===== config.mk =====
export PLATFORM = sky130hd
export DESIGN_NAME = mmu_axi_rd_master
export DESIGN_NICKNAME = d
export VERILOG_FILES = /design/src/rtl/mmu_axi_rd_master_pkg.sv /design/src/rtl/mmu_rd_arbiter.sv /design/src/rtl/mmu_axi_rd_master.sv
export SDC_FILE = /design/constraint.sdc
export NUM_CORES = 1
export LEC_CHECK = 0
export CAP_MARGIN = 40
export CORE_MARGIN = 2
export CORE_UTILIZATION = 50
export CTS_BUF_LIST = sky130_fd_sc_hd__clkbuf_8 sky130_fd_sc_hd__clkbuf_16
export DETAILED_ROUTE_END_ITERATION = 6
export PLACE_DENSITY = 0.86
export SKIP_CTS_REPAIR_TIMING = 1
export SYNTH_ARGS = -nofsm -noshare
export SYNTH_HDL_FRONTEND = slang
export SYNTH_SLANG_ARGS = --single-unit

===== constraint.sdc =====
create_clock -name CLK -period 2.76 [get_ports CLK]
set_input_delay 0.552 -clock CLK [delete_from_list [all_inputs] [get_ports CLK]]
set_output_delay 0.552 -clock CLK [all_outputs]
set_load 0.02 [all_outputs]

===== src/rtl/mmu_axi_rd_master_pkg.sv =====
// rtl/mmu_axi_rd_master_pkg.sv - shared AXI constants and FSM state encoding for the MMU read initiator
package mmu_axi_rd_master_pkg;

  localparam logic [7:0] ARLEN_SINGLE   = 8'd0;
  localparam logic [2:0] ARSIZE_4B      = 3'b010;
  localparam logic [1:0] BURST_INCR     = 2'b01;
  localparam logic [3:0] ARCACHE_NORMAL = 4'b0011;
  localparam logic [2:0] ARPROT_DEFAULT = 3'b000;
  localparam logic [1:0] RESP_OKAY      = 2'b00;

  typedef enum logic [1:0] {
    S_IDLE = 2'd0,
    S_AR   = 2'd1,
    S_R    = 2'd2
  } state_t;

endpackage


===== src/rtl/mmu_rd_arbiter.sv =====
// rtl/mmu_rd_arbiter.sv - inst/data pending flags, address capture and data-first selection
module mmu_rd_arbiter
  import mmu_axi_rd_master_pkg::*;
(
  input  logic        clk,
  input  logic        rst_n,
  input  logic        inst_rden,
  input  logic [31:0] inst_raddr,
  input  logic        data_rden,
  input  logic [31:0] data_raddr,
  input  logic        grant,
  output logic        any_pend,
  output logic        sel_is_data,
  output logic [31:0] sel_addr
);

  logic        inst_pend;
  logic        data_pend;
  logic [31:0] inst_addr;
  logic [31:0] data_addr;

  assign any_pend    = inst_pend | data_pend;
  assign sel_is_data = data_pend;
  assign sel_addr    = data_pend ? data_addr : inst_addr;

  // A request is latched only when its own source is free; grant retires the selected source
  always_ff @(posedge clk or negedge rst_n) begin
    if (!rst_n) begin
      inst_pend <= 1'b0;
      data_pend <= 1'b0;
      inst_addr <= '0;
      data_addr <= '0;
    end else begin
      if (grant && data_pend) begin
        data_pend <= 1'b0;
      end else if (data_rden && !data_pend) begin
        data_pend <= 1'b1;
        data_addr <= data_raddr;
      end
      if (grant && !data_pend) begin
        inst_pend <= 1'b0;
      end else if (inst_rden && !inst_pend) begin
        inst_pend <= 1'b1;
        inst_addr <= inst_raddr;
      end
    end
  end

endmodule


===== src/rtl/mmu_axi_rd_master.sv =====
// rtl/mmu_axi_rd_master.sv - AXI4 single-beat read initiator for MMU fetches; RD_ERR under MMU_AXI_RD_ERR_EN
module mmu_axi_rd_master
  import mmu_axi_rd_master_pkg::*;
#(
  parameter int                        C_M_AXI_ADDR_WIDTH = 32,
  parameter int                        C_M_AXI_DATA_WIDTH = 32,
  parameter int                        C_OFFSET_WIDTH     = 32,
  parameter logic [C_OFFSET_WIDTH-1:0] C_OFFSET           = 32'h0000_0000
) (
  input  logic                          CLK,
  input  logic                          RST,
  input  logic                          INST_RDEN,
  input  logic [31:0]                   INST_RADDR,
  output logic                          INST_RVALID,
  output logic [C_M_AXI_DATA_WIDTH-1:0] INST_RDATA,
  input  logic                          DATA_RDEN,
  input  logic [31:0]                   DATA_RADDR,
  output logic                          DATA_RVALID,
  output logic [C_M_AXI_DATA_WIDTH-1:0] DATA_RDATA,
  output logic                          MEM_WAIT,
  output logic [C_M_AXI_ADDR_WIDTH-1:0] M_AXI_ARADDR,
  output logic [7:0]                    M_AXI_ARLEN,
  output logic [2:0]                    M_AXI_ARSIZE,
  output logic [1:0]                    M_AXI_ARBURST,
  output logic [3:0]                    M_AXI_ARCACHE,
  output logic [2:0]                    M_AXI_ARPROT,
  output logic                          M_AXI_ARVALID,
  input  logic                          M_AXI_ARREADY,
  input  logic [C_M_AXI_DATA_WIDTH-1:0] M_AXI_RDATA,
  input  logic [1:0]                    M_AXI_RRESP,
  input  logic                          M_AXI_RLAST,
  input  logic                          M_AXI_RVALID,
  output logic                          M_AXI_RREADY
`ifdef MMU_AXI_RD_ERR_EN
  ,
  output logic                          RD_ERR
`endif
);

  state_t                        state_q;
  state_t                        state_d;
  logic                          grant;
  logic                          any_pend;
  logic                          sel_is_data;
  logic [31:0]                   sel_addr;
  logic                          cur_is_data;
  logic [C_M_AXI_ADDR_WIDTH-1:0] araddr_q;
  logic                          r_fire;
  logic                          inst_rvalid_q;
  logic                          data_rvalid_q;
  logic [C_M_AXI_DATA_WIDTH-1:0] inst_rdata_q;
  logic [C_M_AXI_DATA_WIDTH-1:0] data_rdata_q;

  assign r_fire = (state_q == S_R) && M_AXI_RVALID;

  mmu_rd_arbiter u_arb (
    .clk         (CLK),
    .rst_n       (RST),
    .inst_rden   (INST_RDEN),
    .inst_raddr  (INST_RADDR),
    .data_rden   (DATA_RDEN),
    .data_raddr  (DATA_RADDR),
    .grant       (grant),
    .any_pend    (any_pend),
    .sel_is_data (sel_is_data),
    .sel_addr    (sel_addr)
  );

  // FSM state register
  always_ff @(posedge CLK or negedge RST) begin
    if (!RST) begin
      state_q <= S_IDLE;
    end else begin
      state_q <= state_d;
    end
  end

  // Next state, grant strobe and AXI handshake outputs
  always_comb begin
    state_d       = state_q;
    grant         = 1'b0;
    M_AXI_ARVALID = 1'b0;
    M_AXI_RREADY  = 1'b0;
    case (state_q)
      S_IDLE: begin
        if (any_pend) begin
          grant   = 1'b1;
          state_d = S_AR;
        end
      end
      S_AR: begin
        M_AXI_ARVALID = 1'b1;
        if (M_AXI_ARREADY) begin
          state_d = S_R;
        end
      end
      S_R: begin
        M_AXI_RREADY = 1'b1;
        if (M_AXI_RVALID) begin
          state_d = S_IDLE;
        end
      end
      default: state_d = S_IDLE;
    endcase
  end

  // Freeze the offset address and source at grant so ARADDR holds while the arbiter moves on
  always_ff @(posedge CLK or negedge RST) begin
    if (!RST) begin
      araddr_q    <= '0;
      cur_is_data <= 1'b0;
    end else if (grant) begin
      araddr_q    <= C_M_AXI_ADDR_WIDTH'(C_OFFSET) + C_M_AXI_ADDR_WIDTH'(sel_addr);
      cur_is_data <= sel_is_data;
    end
  end

  // Return data to the owning source with a one-cycle valid pulse; data is held between pulses
  always_ff @(posedge CLK or negedge RST) begin
    if (!RST) begin
      inst_rvalid_q <= 1'b0;
      data_rvalid_q <= 1'b0;
      inst_rdata_q  <= '0;
      data_rdata_q  <= '0;
    end else begin
      inst_rvalid_q <= 1'b0;
      data_rvalid_q <= 1'b0;
      if (r_fire) begin
        if (cur_is_data) begin
          data_rvalid_q <= 1'b1;
          data_rdata_q  <= M_AXI_RDATA;
        end else begin
          inst_rvalid_q <= 1'b1;
          inst_rdata_q  <= M_AXI_RDATA;
        end
      end
    end
  end

`ifdef MMU_AXI_RD_ERR_EN
  logic rd_err_q;

  // Sticky error: any non-OKAY beat latches it until reset
  always_ff @(posedge CLK or negedge RST) begin
    if (!RST) begin
      rd_err_q <= 1'b0;
    end else if (r_fire && (M_AXI_RRESP != RESP_OKAY)) begin
      rd_err_q <= 1'b1;
    end
  end

  assign RD_ERR = rd_err_q;

  logic unused_in;
  assign unused_in = M_AXI_RLAST;
`else
  logic unused_in;
  assign unused_in = ^{M_AXI_RLAST, M_AXI_RRESP};
`endif

  assign INST_RVALID   = inst_rvalid_q;
  assign DATA_RVALID   = data_rvalid_q;
  assign INST_RDATA    = inst_rdata_q;
  assign DATA_RDATA    = data_rdata_q;
  assign MEM_WAIT      = any_pend | (state_q != S_IDLE);
  assign M_AXI_ARADDR  = araddr_q;
  assign M_AXI_ARLEN   = ARLEN_SINGLE;
  assign M_AXI_ARSIZE  = ARSIZE_4B;
  assign M_AXI_ARBURST = BURST_INCR;
  assign M_AXI_ARCACHE = ARCACHE_NORMAL;
  assign M_AXI_ARPROT  = ARPROT_DEFAULT;

endmodule

==> flow_summary.json <==
{
  "dp_hpwl_mm": 11.5,
  "syn_inst": 436,
  "report.final.hold_viol_count": 0,
  "use_met3_pct": 7.57,
  "coreArea_mm2": 0.0133,
  "grt_pass1_wl_mm": 26.6,
  "gr-usage-all-layers_pct": 23.9,
  "ys_ff_latch": 167,
  "dieHeight_um": 121,
  "drv_slew": 0,
  "finalSetupTns_ns": 0,
  "htreeDepth": 4,
  "portBuffers": 202,
  "clk_latency_ns": 0.42,
  "syn-cell-area_mm2": 0.00690,
  "antenna_found_initial": 0,
  "min_period_over_period_pct": 86.4,
  "dpl_cell_area_mm2": 0.00897,
  "ant_nets": 0,
  "yosys_warnings": 0,
  "cts.root.buffer_cell": "clkbuf_16",
  "std_cell_rows": 42,
  "antenna_cells": 0,
  "cts_buffer_depth": 2,
  "busiest_layer": "met2",
  "wire_per_inst_um": 20.6,
  "routed_wirelength_mm": 17.0,
  "final_layout_size_suffix_gt1_share_pct": 27.8,
  "grt_max_degree": 66,
  "hp-class": "primary input to async pin",
  "final_area_mm2": 0.00958,
  "cts.clk_slew.worst_paths_ns": 0.06,
  "leakage_nw": 4.06,
  "status": "complete, no violations",
  "dr_total_vias": 4515,
  "ir_worst_vdd_mv": 0.661,
  "slew_headroom_pct": 65.9,
  "area_growth_pct": 38.8,
  "crit_arrival_ns": 1.83,
  "start_util_pct": 51.7,
  "gp_congestion": 0.762,
  "fin_skew_ns": 0.00752,
  "tritoncts": "built",
  "rsz0062_at_grt": "no",
  "gr-usage-met2_pct": 41.1,
  "avgSynthCellArea_um2": 15.8,
  "die_w_um": 121,
  "drc": 0,
  "final_nets": 741,
  "cts_buffers": 17,
  "die_area_mm2": 0.0148,
  "power.density_mw_per_mm2": 1260,
  "drt_iter0_markers": 228,
  "yosysSeqAreaShare_pct": 60.6,
  "worstSetupPathType": "flop to output pin",
  "cap_violations": 0,
  "yosysUniqueCellTypes": 28,
  "globalRouteMet1Util_pct": 28.2,
  "ios": 226,
  "startpoint_type": "flop",
  "fmax_mhz": 420,
  "setup_violations": 0,
  "tightest_slew_ns": 0.512,
  "grt_pass1_vias": 4942,
  "first_pass_iters": 4,
  "grt.overflow.total": 0,
  "avgViaCountPerCell": 5.48,
  "worst_setup_path_end_kind": "output pin",
  "period_needed_ns": 2.38,
  "required_ns": 2.21,
  "crit_fanout": 4,
  "cts.sinks": 167,
  "fin_total_pwr_mw": 12.1
}
## cells in the mapped netlist (all sizes together)
master	number	area, µm²
nand2	2	7.51
and3b	1	8.76
nor4b	32	287
a221o	32	320
nor2	4	20.0
mux2	128	1550
and2	1	8.76
or2b	1	7.51
o22a	1	8.76
dfrtp	167	4180
nor2b	3	26.3
inv	3	11.3
o21ai	3	18.8
clkbuf	6	22.5
or2	1	6.26
conb	2	7.51
a21o	1	7.51
buf	47	394
nand3	1	10.0
## metal layers
metal  wire, µm  vias up
li1           -     1962
met1       6580     2318
met2       8740      208
met3       1420       27
met4        282        0
met5          0        -
## layout by cell type (no fill, tap or decap), types with 4 or more instances in the layout
cell type,n
conb_1,20
mux2_4,29
dfrtp_1,167
mux2_2,95
nor4b_1,31
buf_4,10
clkdlybuf4s50_1,201
a221o_1,32
buf_12,4
mux2_1,4
clkbuf_16,17
## cell type report
class,count,area (µm²)
clock inverters,11,148
clock buffers,20,467
inverters,3,11.3
multi-input cells,231,2380
repair buffers,216,2180
flip-flops and latches,167,4180
fillers,894,3770
well taps,176,220
## sequential cells by signal, summed over array words and instances, names as in the netlist, 2 cells and up
register,cells
u_arb.inst_addr,32
DATA_RDATA,32
state_q,2
u_arb.data_addr,32
M_AXI_ARADDR,32
INST_RDATA,32
## final timing paths
path                                           startpoint                              end  slack [ns]  cells after the start
max                                state_q[0]$_DFFE_PN0P_                    M_AXI_ARVALID        0.38                      3
min                                                   RST  u_arb.data_addr[23]$_DFFE_PN0P_        0.07                      1
max reg2reg                        state_q[1]$_DFFE_PN0P_        INST_RDATA[2]$_DFFE_PN0P_        1.02                      4
min reg2reg                u_arb.inst_addr[0]$_DFFE_PN0P_   u_arb.inst_addr[0]$_DFFE_PN0P_        0.50                      1
max in group asynchronous                             RST       DATA_RDATA[26]$_DFFE_PN0P_        1.96                      2
min in group CLK           u_arb.inst_addr[0]$_DFFE_PN0P_   u_arb.inst_addr[0]$_DFFE_PN0P_        0.50                      1
## worst max-delay path: stages (launching register included)
cell and delay [ns]:
dfrtp_1 0.44, or2b_1 0.26, inv_1 0.07, clkdlybuf4s50_1 0.64
## per-stage QoR
step | setup slack (ns) | util (%) | hold WS (ns) | cells
detailed placement | 0.531 | 67.2 | 0.484 | 793
finish | 0.377 | 71.8 | 0.0731 | 824
CTS | 0.330 | 71.8 | 0.0889 | 824
floorplan | 1.15 | - | 0.256 | 454
global placement | 0.552 | 67.2 | 0.463 | 793
global route | 0.298 | 71.8 | 0.121 | 824
## cell families after synthesis
logic type             after synthesis  synth area share, %
AO/OA/AOI/OAI                       37                 5.15
buffers and inverters               56                 6.20
flip-flops                         167                 60.6
multiplexers                       128                 22.5
other                                2                0.109
AND/OR/NAND/NOR                     46                 5.53
## report_power, final
group / switching [mW] / internal (mW) / leakage [nW] / total, mW
sequential: 0.729 / 3.68 / 2.02 / 4.41
combinational: 2.44 / 2.81 / 1.74 / 5.25
clock: 0.952 / 1.49 / 0.302 / 2.44
total: 4.12 / 7.98 / 4.06 / 12.1
Power figures use the tool's default switching activity.
